`config.mk`:
```
export PLATFORM = sky130hd
export DESIGN_NAME = multi_timer
export DESIGN_NICKNAME = d
export VERILOG_FILES = /design/src/rtl/multi_timer.sv
export SDC_FILE = /design/constraint.sdc
export NUM_CORES = 1
export LEC_CHECK = 0
export CAP_MARGIN = 20
export CORE_UTILIZATION = 31
export DETAILED_ROUTE_END_ITERATION = 6
export PLACE_DENSITY = 0.58
export SKIP_CTS_REPAIR_TIMING = 1
export SYNTH_ARGS = -nofsm -noshare
export SYNTH_HDL_FRONTEND = slang
export SYNTH_SLANG_ARGS = --single-unit
```
`constraint.sdc`:
```
create_clock -name clock -period 2.4 [get_ports clock]
set_clock_uncertainty 0.05 [all_clocks]
set_input_delay 0.36 -clock clock [delete_from_list [all_inputs] [get_ports clock]]
set_output_delay 0.36 -clock clock [all_outputs]
set_load 0.05 [all_outputs]
```
`src/rtl/multi_timer.sv`:
```
// multi_timer
//   Parametrised multi-channel down-counting timer. CHANNELS independent
//   WIDTH-bit counters share one count-enable tick. Each channel runs either
//   one-shot or periodic (auto-reload) and emits a one-cycle expiry pulse.
//
// Optional feature: define TIMER_PRESCALE_EN to add a shared prescaler.
//   The macro adds the `prescale` input. The tick then fires on every
//   (prescale+1)-th count_en pulse.
//
// Ports
//   clock       in   1               system clock, rising edge
//   reset       in   1               asynchronous, active-low
//   count_en    in   1               global tick enable
//   prescale    in   PRESCALE_W      prescaler threshold (TIMER_PRESCALE_EN only)
//   load        in   CHANNELS        per-channel load strobe
//   load_value  in   CHANNELS*WIDTH  channel i value at [i*WIDTH +: WIDTH]
//   periodic    in   CHANNELS        sampled on load: 1 = auto-reload
//   stop        in   CHANNELS        per-channel abort strobe
//   count       out  CHANNELS*WIDTH  current counter value per channel
//   running     out  CHANNELS        1 while channel is in RUN
//   expired     out  CHANNELS        one-cycle pulse on channel expiry
module multi_timer #(
    parameter int WIDTH      = 9,
    parameter int CHANNELS   = 4,
    parameter int PRESCALE_W = 8
) (
    input  logic                      clock,
    input  logic                      reset,
    input  logic                      count_en,
`ifdef TIMER_PRESCALE_EN
    input  logic [PRESCALE_W-1:0]     prescale,
`endif
    input  logic [CHANNELS-1:0]       load,
    input  logic [CHANNELS*WIDTH-1:0] load_value,
    input  logic [CHANNELS-1:0]       periodic,
    input  logic [CHANNELS-1:0]       stop,
    output logic [CHANNELS*WIDTH-1:0] count,
    output logic [CHANNELS-1:0]       running,
    output logic [CHANNELS-1:0]       expired
);

    localparam logic [0:0] IDLE = 1'b0;
    localparam logic [0:0] RUN  = 1'b1;

    if (CHANNELS < 1 || PRESCALE_W < 1) begin : g_param_check
        $error("multi_timer: CHANNELS and PRESCALE_W must be at least 1");
    end

    logic tick;

`ifdef TIMER_PRESCALE_EN
    logic [PRESCALE_W-1:0] pcnt;

    // >= rather than == so that lowering prescale below the current
    // count cannot strand the prescaler waiting for a wrap-around.
    assign tick = count_en && (pcnt >= prescale);

    always_ff @(posedge clock or negedge reset) begin
        if (!reset) begin
            pcnt <= '0;
        end else if (count_en) begin
            if (pcnt >= prescale) begin
                pcnt <= '0;
            end else begin
                pcnt <= pcnt + 1'b1;
            end
        end
    end
`else
    assign tick = count_en;
`endif

    for (genvar i = 0; i < CHANNELS; i++) begin : g_ch
        logic [0:0]       state;
        logic [WIDTH-1:0] cnt;
        logic [WIDTH-1:0] reload;
        logic             mode;
        logic             exp_q;
        logic [WIDTH-1:0] lv;

        assign lv = load_value[i*WIDTH +: WIDTH];

        always_ff @(posedge clock or negedge reset) begin
            if (!reset) begin
                state  <= IDLE;
                cnt    <= '0;
                reload <= '0;
                mode   <= 1'b0;
                exp_q  <= 1'b0;
            end else begin
                exp_q <= 1'b0;
                if (stop[i]) begin
                    state <= IDLE;
                    cnt   <= '0;
                end else if (load[i]) begin
                    if (lv != '0) begin
                        cnt    <= lv;
                        reload <= lv;
                        mode   <= periodic[i];
                        state  <= RUN;
                    end else begin
                        // A zero load expires immediately, whatever the mode.
                        cnt   <= '0;
                        state <= IDLE;
                        exp_q <= 1'b1;
                    end
                end else if (tick && state == RUN) begin
                    // In RUN the counter is never 0, so the decrement cannot wrap.
                    if (cnt == WIDTH'(1)) begin
                        exp_q <= 1'b1;
                        if (mode) begin
                            cnt <= reload;
                        end else begin
                            cnt   <= '0;
                            state <= IDLE;
                        end
                    end else begin
                        cnt <= cnt - 1'b1;
                    end
                end
            end
        end

        assign count[i*WIDTH +: WIDTH] = cnt;
        assign running[i]              = (state == RUN);
        assign expired[i]              = exp_q;
    end

endmodule
```
==> impl_summary.log <==
INFO  metric io_buffer_count = 94
INFO  metric min_period = 2.185 ns
INFO  metric core-area = 15,370 um2
INFO  metric outcome = complete, no violations
INFO  metric critical_path_arrival = 1.77 ns
INFO  metric fin_tns_setup = 0 ns
INFO  metric post_synth_inst_count = 527
INFO  metric detail_route.vias_per_cell = 5.465
INFO  metric place_inst = 828
INFO  metric cp_data_required_time = 1.99 ns
INFO  metric final.period_utilization = 91.02%
INFO  metric most_used_cells_in_the_layout_excluding_fill_and_tap_cells = 93 x sky130_fd_sc_hd__clkdlybuf4s50_1, 84 x sky130_fd_sc_hd__dfrtp_1, 50 x sky130_fd_sc_hd__nand2_1, 38 x sky130_fd_sc_hd__o21ai_0, 31 x sky130_fd_sc_hd__buf_4
INFO  metric worstRegToRegCells = 5
INFO  metric row_count = 45
INFO  metric vias = 4,618
INFO  metric ctsLongestPathBuffers = 2
INFO  metric path_delay_family = buffers and inverters
INFO  metric dr.first_iter.drc_count = 476
INFO  metric globalRouteTotalUtil = 17.80%
INFO  metric mostFrequentLayoutCell = sky130_fd_sc_hd__clkdlybuf4s50_1
INFO  metric topRoutingLayerUsed = met4
INFO  metric synth-async-reset-ratio = 100.0%
INFO  metric place_hpwl = 10.41 mm
INFO  metric area_growth = 32.70%
INFO  metric grt_max_degree = 47
INFO  metric most_area_hungry_cell_type_in_the_yosys_netlist = sky130_fd_sc_hd__dfrtp_1
INFO  metric htreeDepth = 3
INFO  metric area_taken_by_flip_flops_and_latches = 2102 um2
INFO  metric cpMaxStageDelayCell = sky130_fd_sc_hd__clkdlybuf4s50_1
INFO  metric routabilityCongestion = 0.9269
INFO  metric floorplan.initialDensity = 32.09%
INFO  metric cts-buffers-inserted = 9
INFO  metric power.density_cell_area = 657.4 nW/um2
INFO  metric clk_latency = 0.35 ns
INFO  metric wirelength = 14.03 mm
INFO  metric startpoint_type_of_the_worst_setup_path = flop
INFO  metric synth_enable_flop_cells = 0
INFO  metric drv_cap = 0
INFO  metric multi_input_area = 2554 um2
INFO  metric ys_warn_count = 0
INFO  metric avgRoutedWirePerCell = 16.60 um
INFO  metric critical-path-max-stage-delay = 0.88 ns
INFO  metric crit_path_end_kind = output port
INFO  metric min_from = g_ch[3].reload[0]$_DFFE_PN0P_
INFO  metric worstHoldPathCells = 1
INFO  metric synth.yosys.seq_area_share = 42.62%
INFO  metric met3_length = 710 um
INFO  metric postLayoutSetupSlackWorst = 0.2154 ns
INFO  metric nets = 688
INFO  metric top_level_ports = 95
INFO  metric post_synth_instance_area = 4932 um2
INFO  metric cp.buffers_inverters = 1
INFO  metric timing_max_transition_violations_final = 0
INFO  metric worstPathCellList = clkdlybuf4s50_1
INFO  metric rr_startpoint = g_ch[0].cnt[0]$_DFFE_PN0P_
INFO  metric cts_tree = yes
INFO  metric antenna_cells = 0
INFO  metric mappedNetlistNets = 586
INFO  metric pre_cts_slack = 0.1114 ns
INFO  metric clk_root_buffer_cell = sky130_fd_sc_hd__clkbuf_16
INFO  metric synth.top_cells.by_area = sky130_fd_sc_hd__dfrtp_1 43%, sky130_fd_sc_hd__mux2_2 4.3%, sky130_fd_sc_hd__o21ai_0 3.9%
INFO  metric wl_met1 = 6.323 mm
INFO  metric synth_top_cell_area_share = 42.62%
INFO  metric worst_r2r_endpoint = g_ch[0].state$_DFFE_PN0P_
INFO  metric post-route-drc-count = 0
INFO  metric fmaxAchievable = 457.8 MHz
INFO  metric timing.final.setup_violations = 0
INFO  metric number_of_global_route_vias_before_repair = 4,524
INFO  metric clk_pin_slew = 0.06 ns
INFO  metric filler_cell_count = 1,462
INFO  metric detailroute.wirelength.met2 = 6.669 mm
INFO  metric antenna_violating_nets_post_route = 0
INFO  metric die_x = 128.1 um
INFO  metric timing_hold_violations_final = 0
INFO  metric setup_repair_after_global_routing_missed_its_margin = no
INFO  metric avgSynthCellArea = 9.359 um2
INFO  metric reg2reg_slack = 0.22 ns
INFO  metric timing.setup.critical_path_class = flop to output port
INFO  metric yosys_reg_bits = 84
INFO  metric post-route-util = 42.58%
INFO  metric whs_endpoint = g_ch[3].reload[0]$_DFFE_PN0P_
INFO  metric path_max_fanout = 8
INFO  metric die-area = 16,420 um2
INFO  metric detail_route.first_pass.iterations = 7
INFO  metric global_route_wire_length_before_repair = 23.00 mm
INFO  metric hold_class = flop to flop
INFO  metric cts_num_sinks = 84
INFO  metric slew_headroom = 58.96%
INFO  metric netlist-cell-type-count = 63
INFO  metric drive_gt1_share = 13.72%
INFO  metric final_cell_count_no_fill = 845
INFO  metric max-vdd-ir-drop = 0.0003202 V
INFO  metric ys.flop_type = sky130_fd_sc_hd__dfrtp_1
INFO  metric antenna_found_initial = 0
INFO  metric worstMarginPinSlew = 0.6136 ns
INFO  metric overflow_left_after_global_routing = 0
INFO  metric p_leak = 2.627 nW
INFO  metric p_total = 4.303 mW
INFO  metric dieHeight = 128.1 um
[where the power goes]
group          internal (mW)  leakage (nW)  switching, mW  total, mW
clock                  0.919         0.158          0.579       1.50
sequential              1.56          1.07          0.175       1.73
combinational          0.476          1.40          0.598       1.07
total                   2.95          2.63           1.35       4.30
[layout make-up]
class / instances / area share, %
Clock buffer: 13 / 4.282
Clock inverter: 3 / 0.6500
Inverter: 29 / 1.663
Multi-Input combinational cell: 379 / 39.02
Sequential cell: 84 / 32.12
Tap cell: 211 / 4.034
Timing Repair Buffer: 126 / 18.24
[Yosys cell counts (all sizes together), types with 5 or more instances]
cell type and count:
dfrtp 84, nand2 50, o21ai 39, inv 29
a21oi 28, clkbuf 22, a31oi 21, nor2 20
mux2 19, nor3 16, a22oi 15, a22o 14
buf 13, nor4 13, nand3 10, or3 10
o31ai 9, xnor2 9, ha 8, nor2b 8
nor3b 7, o22ai 7, and2 6, o31a 6
a31o 5, or4 5
[cell families (layout without fill, tap and decap cells)]
| family | after synthesis | after routing | share of synthesized area (%) |
|---|---|---|---|
| XOR/XNOR | 11 | 11 | 1.953 |
| multiplexers | 21 | 21 | 4.744 |
| adder cells (fa/ha/maj) | 8 | 8 | 2.030 |
| AO/OA/AOI/OAI | 174 | 174 | 24.07 |
| flip-flops | 84 | 84 | 42.62 |
| AND/OR/NAND/NOR | 165 | 165 | 18.97 |
| buffers and inverters | 64 | 171 | 5.606 |
[flip-flops by register name, summed over array words and instances (netlist names)]
register     flops
g_ch.state       4
g_ch.cnt        36
g_ch.exp_q       4
g_ch.mode        4
g_ch.reload     36
[routing by layer]
layer  global-route usage, %  vias to the layer above
li1                        -                     2177
met1                   23.60                     2222
met2                   28.52                      191
met3                   2.796                       28
met4                   8.166                        0
met5                       0                        -
[worst max-delay path by stage]
stage / from / end / slack, ns / cells after the start
floorplan: g_ch[1].cnt[0]$_DFFE_PN0P_ / g_ch[1].state$_DFFE_PN0P_ / 0.21 / 5
detailed placement: load_value[2] / g_ch[0].mode$_DFFE_PN0P_ / 0.11 / 4
finish: g_ch[2].cnt[4]$_DFFE_PN0P_ / count[22] / 0.22 / 1
global route: g_ch[0].cnt[0]$_DFFE_PN0P_ / g_ch[0].state$_DFFE_PN0P_ / 0.09 / 5
CTS: g_ch[2].cnt[4]$_DFFE_PN0P_ / count[22] / 0.20 / 1
global placement: load_value[2] / g_ch[0].mode$_DFFE_PN0P_ / 0.14 / 4
[per-stage QoR]
| stage | hold WS (ns) | area [um2] |
|---|---|---|
| 2_1_floorplan | 0.01441 | 4932 |
| 3_3_place_gp | 0.3373 | 6212 |
| 3_5_place_dp | 0.3369 | 6212 |
| 4_1_cts | -0.02972 | 6535 |
| 5_1_grt | 0.4650 | 6545 |
| 6_report | 0.4538 | 6545 |
Note: power is estimated with default switching activity, not from simulation.
